--- src/rtl/key_event_queue.sv ---
// key_event_queue: turns a debounced keypad "one key down" flag into press and
// auto-repeat events, and buffers them in a 4-entry first-word-fall-through queue.
// Latency: a valid key sampled at edge N is visible on ev_* after edge N.
// Backpressure: none toward the scanner. A push into a full queue is dropped
// (pulses overflow) unless pop frees the head in the same cycle.
//
// Ports:
//   clk, rstn     system clock, async active-low reset
//   key_ready     scanner reports exactly one key down
//   key_code      scanner code: [4:2] row (7 = invalid), [1:0] column
//   pop           consumer takes the head entry (ignored when empty)
//   ev_valid      queue non-empty
//   ev_code       head entry code
//   ev_repeat     head entry is an auto-repeat (0 = fresh press)
//   count         number of queued entries, 0..4
//   overflow      one-cycle pulse after a push was dropped

// key_event_fifo: small generic synchronous FIFO, power-of-two depth, head read combinationally.
// Latency: a push is visible at head_dat after the write edge when the FIFO was empty.
// Backpressure: a push while full is accepted only with a same-cycle pop; otherwise it is dropped and flagged.
//
// Ports:
//   clk, rstn     clock, async active-low reset (pointers and count only)
//   push, wr_dat  write request and data
//   pop           read request (ignored when empty)
//   head_dat      oldest entry, straight from storage
//   count         occupancy, 0..2**AW
//   drop          combinational: this cycle's push is being discarded
module key_event_fifo #(
  parameter int W  = 6,
  parameter int AW = 2
) (
  input  logic          clk,
  input  logic          rstn,
  input  logic          push,
  input  logic [W-1:0]  wr_dat,
  input  logic          pop,
  output logic [W-1:0]  head_dat,
  output logic [AW:0]   count,
  output logic          drop
);

  localparam int unsigned DEPTH = 1 << AW;

  logic [W-1:0]  mem [DEPTH];
  logic [AW-1:0] wr_ptr;
  logic [AW-1:0] rd_ptr;
  logic [AW:0]   cnt;
  logic          full;
  logic          empty;
  logic          do_push;
  logic          do_pop;

  // count never exceeds DEPTH, so its MSB alone marks full
  assign full  = cnt[AW];
  assign empty = (cnt == '0);

  assign do_pop  = pop && !empty;
  // when full, a simultaneous pop frees the slot the write pointer is aiming at
  assign do_push = push && (!full || do_pop);
  assign drop    = push && full && !do_pop;

  always_ff @(posedge clk or negedge rstn) begin
    if (!rstn) begin
      wr_ptr <= '0;
      rd_ptr <= '0;
      cnt    <= '0;
    end else begin
      if (do_push) wr_ptr <= wr_ptr + 1'b1;
      if (do_pop)  rd_ptr <= rd_ptr + 1'b1;
      case ({do_push, do_pop})
        2'b10:   cnt <= cnt + 1'b1;
        2'b01:   cnt <= cnt - 1'b1;
        default: cnt <= cnt;
      endcase
    end
  end

  // storage is deliberately not reset; the read side is qualified by count
  always_ff @(posedge clk) begin
    if (do_push) mem[wr_ptr] <= wr_dat;
  end

  assign head_dat = mem[rd_ptr];
  assign count    = cnt;

endmodule

module key_event_queue #(
  parameter logic [25:0] REPEAT_DELAY = 26'd50_000_000,
  parameter logic [25:0] REPEAT_RATE  = 26'd10_000_000
) (
  input  logic       clk,
  input  logic       rstn,
  input  logic       key_ready,
  input  logic [4:0] key_code,
  input  logic       pop,
  output logic       ev_valid,
  output logic [4:0] ev_code,
  output logic       ev_repeat,
  output logic [2:0] count,
  output logic       overflow
);

  typedef enum logic [1:0] {
    ST_IDLE   = 2'd0,
    ST_HELD   = 2'd1,
    ST_REPEAT = 2'd2
  } state_t;

  typedef struct packed {
    logic       rpt;
    logic [4:0] code;
  } entry_t;

  // the timer is loaded with N-1 and fires when it reads 0, giving N-cycle spacing
  localparam logic [25:0] DELAY_LOAD = REPEAT_DELAY - 26'd1;
  localparam logic [25:0] RATE_LOAD  = REPEAT_RATE - 26'd1;

  state_t      state_q, state_d;
  logic [25:0] timer_q, timer_d;
  logic [4:0]  cur_q, cur_d;
  logic        push;
  entry_t      push_ent;
  entry_t      head;
  logic        drop;
  logic        key_valid;

  // row 7 is the scanner's "no key" encoding even with key_ready set
  assign key_valid = key_ready && (key_code[4:2] != 3'h7);

  always_ff @(posedge clk or negedge rstn) begin
    if (!rstn) begin
      state_q <= ST_IDLE;
      timer_q <= '0;
      cur_q   <= '0;
    end else begin
      state_q <= state_d;
      timer_q <= timer_d;
      cur_q   <= cur_d;
    end
  end

  always_comb begin
    state_d       = state_q;
    timer_d       = timer_q;
    cur_d         = cur_q;
    push          = 1'b0;
    push_ent.rpt  = 1'b0;
    push_ent.code = key_code;
    case (state_q)
      ST_IDLE: begin
        if (key_valid) begin
          push    = 1'b1;
          cur_d   = key_code;
          timer_d = DELAY_LOAD;
          state_d = ST_HELD;
        end
      end
      ST_HELD, ST_REPEAT: begin
        if (!key_valid) begin
          state_d = ST_IDLE;
        end else if (key_code != cur_q) begin
          // rolling onto another key restarts the press/repeat sequence
          push    = 1'b1;
          cur_d   = key_code;
          timer_d = DELAY_LOAD;
          state_d = ST_HELD;
        end else if (timer_q == '0) begin
          push          = 1'b1;
          push_ent.rpt  = 1'b1;
          push_ent.code = cur_q;
          timer_d       = RATE_LOAD;
          state_d       = ST_REPEAT;
        end else begin
          timer_d = timer_q - 26'd1;
        end
      end
      default: begin
        state_d = ST_IDLE;
      end
    endcase
  end

  key_event_fifo #(
    .W  (6),
    .AW (2)
  ) u_fifo (
    .clk      (clk),
    .rstn     (rstn),
    .push     (push),
    .wr_dat   (push_ent),
    .pop      (pop),
    .head_dat (head),
    .count    (count),
    .drop     (drop)
  );

  always_ff @(posedge clk or negedge rstn) begin
    if (!rstn) overflow <= 1'b0;
    else       overflow <= drop;
  end

  assign ev_valid  = (count != 3'd0);
  assign ev_code   = head.code;
  // storage is not cleared by reset, so the repeat flag is qualified by occupancy
  assign ev_repeat = ev_valid && head.rpt;

endmodule

--- config.mk ---
export PLATFORM = sky130hd
export DESIGN_NAME = key_event_queue
export DESIGN_NICKNAME = d
export VERILOG_FILES = /design/src/rtl/key_event_queue.sv
export SDC_FILE = /design/constraint.sdc
export NUM_CORES = 1
export LEC_CHECK = 0
export CAP_MARGIN = 20
export CORE_UTILIZATION = 30
export DETAILED_ROUTE_END_ITERATION = 16
export DONT_BUFFER_PORTS = 1
export REMOVE_ABC_BUFFERS = 1
export SLEW_MARGIN = 20
export SYNTH_ARGS = -nofsm -noshare
export SYNTH_HDL_FRONTEND = slang
export SYNTH_SLANG_ARGS = --single-unit
--- constraint.sdc ---
create_clock -name clk -period 3.4 [get_ports clk]
set_clock_uncertainty 0.15 [all_clocks]
set_input_delay 0.68 -clock clk [delete_from_list [all_inputs] [get_ports clk]]
set_output_delay 0.68 -clock clk [all_outputs]
set_load 0.02 [all_outputs]
==> impl_metrics.tcl <==
set metrics [dict create \
    run_status "finished clean" \
    setup_viol_count_final 0 \
    cts_buffers 9 \
    power_density_mw_per_mm2 697 \
    layout_setup_ws_ns 0.305 \
    dpl_cell_area_mm2 0.00354 \
    fmax_mhz 323 \
    initial_core_util_pct 31.2 \
    hpwl_um 4680 \
    worst_slew_pin_slew_ns 0.609 \
    avgSynthCellArea_um2 11.1 \
    synth_seq_cells 65 \
    design_area_mm2 0.00384 \
    die-height_um 109 \
    crit_family "simple AND/OR/NAND/NOR gates" \
    drv_cap 0 \
    path_class "reg2reg" \
    drtAntennaViolNets 0 \
    peakVddDrop_mv 0.435 \
    setup.worst_path.start_class "register" \
    grtUsageMet2_pct 19.4 \
    yosysTopAreaCellShare_pct 29.9 \
    crit_buf_inv 2 \
    period_minus_slack_ns 3.09 \
    globalplace.congestion 0.780 \
    syn_inst 310 \
    htreeDepth 3 \
    grt_pass1_vias 2258 \
    design.core.area_mm2 0.0110 \
    cp-end-kind "register" \
    drt_pass1_iterations 4 \
    cp_cell_sequence "or4_1, nor4_4, and3_1, o211a_4, inv_1, ha_1, inv_1, fa_1, xor2_1, nor2_1, xor2_1" \
    synth_ff_type "dfrtp_1" \
    port-buffer-count 0 \
    ctsLongestPathBuffers 2 \
    power_mw 2.68 \
    ys_types 53 \
    cts_tree "built" \
    antennaDiodeCount 0 \
    grt_max_degree 42 \
    wl_um 6850 \
    drcViolationCount 0 \
    grt_util_met3_pct 4.72 \
    num_vias 2370 \
    async_reset_ff_share_pct 63.1 \
    synthDominantAreaCellType "dfrtp_1" \
    ys_warn_count 0 \
    post-cts-setup-buffer-count 0 \
    drive_gt1_share_pct 13.5 \
    ctsResizeCount 0 \
    fp.dieW_um 109 \
    path_clk_slew_ns 0.06 \
    grtUsageTotal_pct 12.5 \
    grt_first_pass_wirelength_um 11300 \
    grt_use_met1_pct 16.4 \
    rsz0062_at_grt "false" \
    drt_iter0_drc 139 \
    synth-seq-area-share_pct 50.9 \
    syn_to_final_growth_pct 12.0 \
    dpl.cell_count 435 \
    n_fill_cell 1071 \
    die_area_mm2 0.0119 \
    relSlewSlack_pct 59.0 \
    cp_slowest_cell "or4_1" \
    yosysMostFrequentCell "dfrtp_1" \
    top_usage_layer "met2" \
    antenna_found_initial 0 \
    worst_path_largest_cell_delay_ns 0.72 \
    cts_sinks 65 \
    rows 38 \
    syn_area_mm2 0.00343 \
    worstHoldPathType "in2async" \
    stdcell_count 452 \
    crit_required_ns 3.45 \
    globalRouteOverflowTotal 0 \
    cts.hold.buffers_added 1 \
    ios 20 \
    regArea_mm2 0.00175 \
    nets 326 \
    timing_hold_violations_final 0 \
    multiInputGateArea_mm2 0.00151 \
    synth-edff-count 24 \
    p_leak_nw 1.43 \
    post-route-period-util_pct 91.0 \
    critPathArrivalTime_ns 3.14 \
    worstSkewPairLatency_ns 0.32 \
    avgRoutedWirePerCell_um 15.2 \
    cts-root-buf "clkbuf_16" \
    avgViaCountPerCell 5.24 \
    slew_viol_final 0 \
    cp_max_fo 8 \
    place_ws_ns 0.299 \
    synthTopCellsByCount "dfrtp_1 (41), edfxtp_1 (24), nor2_1 (21), nand2_1 (19), o31ai_1 (19)" \
    synth_area_leaders "dfrtp_1 (30%), edfxtp_1 (21%), o31ai_1 (4.2%), mux4_2 (3.9%), ha_1 (3.3%)" \
]
power breakdown:
part           switching [mW]  internal [mW]  leakage, nW
clock                   0.319          0.558        0.142
sequential              0.183          0.977        0.678
combinational           0.364          0.279        0.606
through the flow:
step,utilization (%),hold slack [ns],setup TNS (ns)
3_3_place_gp,32.2,0.236,0
4_1_cts,35.0,0.0576,0
3_5_place_dp,32.2,0.236,0
2_1_floorplan,-,0.234,-0.644
5_1_grt,35.0,0.0615,0
6_report,35.0,0.0535,0
layer usage:
layer | wire length [um] | part of all wire [%]
met2 | 3150 | 46
met1 | 3260 | 48
met4 | 57 | 0.83
met5 | 0 | 0
met3 | 379 | 5.5
path summary, 6_finish.rpt:
kind	startpoint	endpoint	slack, ns	depth (start not counted)
min in group clk	key_code[3]	u_fifo.mem[0][3]$_DFFE_PP_	0.30	0
worst max-delay path	timer_q[8]$_DFFE_PN0P_	u_fifo.count[2]$_DFFE_PN0P_	0.31	11
max in group asynchronous	rstn	timer_q[1]$_DFFE_PN0P_	2.85	1
worst min register to register	timer_q[24]$_DFFE_PN0P_	timer_q[24]$_DFFE_PN0P_	0.33	1
worst max register to register	timer_q[8]$_DFFE_PN0P_	u_fifo.count[2]$_DFFE_PN0P_	0.31	11
worst min-delay path	rstn	timer_q[13]$_DFFE_PN0P_	0.05	1
layout by cell type, fill, tap and decap left out, types with 5 or more instances in the layout:
master / n
nor2_1: 21
nor4_1: 10
o21ai_0: 17
ha_1: 9
or4_1: 7
dfrtp_1: 41
nand4_1: 6
buf_4: 6
xor2_1: 8
clkbuf_16: 9
and2_1: 6
inv_1: 15
or3_1: 6
o31ai_1: 19
o41ai_1: 5
o311ai_0: 5
edfxtp_1: 24
nand2_1: 19
mux4_2: 6
nor3_1: 14
sequential cells by signal (all words and copies together) (netlist names):
| signal | flops |
|---|---|
| cur_q | 5 |
| overflow | 1 |
| state_q | 2 |
| timer_q | 26 |
| u_fifo.count | 3 |
| u_fifo.mem | 24 |
| u_fifo.rd_ptr | 2 |
| u_fifo.wr_ptr | 2 |
area by class of cell:
cell class / count / area share (%)
flip-flops and latches: 65 / 45.4
multi-input cells: 209 / 39.4
clock buffers: 9 / 5.86
well taps: 140 / 4.56
repair buffers: 7 / 1.69
clock inverters: 7 / 1.60
inverters: 15 / 1.46
cell families after synthesis:
group | Yosys count | synth area share [%]
AOI/OAI and AO/OA | 69 | 14.2
xor gates and xnor gates | 12 | 3.06
DFF | 65 | 50.9
adders and majority gates | 10 | 3.86
muxes | 9 | 4.92
and+or+nand+nor | 109 | 17.9
buffers and inverters | 36 | 5.14
worst reg2reg max path: cells and delay by family, from the launching register on:
family / cells / cell delay [ns]
AO/OA/AOI/OAI: 1 / 0.22
flip-flops: 1 / 0.44
XOR/XNOR: 2 / 0.28
buffers and inverters: 2 / 0.12
adder cells (fa/ha/maj): 2 / 0.36
AND/OR/NAND/NOR: 4 / 1.40
(Power assumes the default switching activity.)
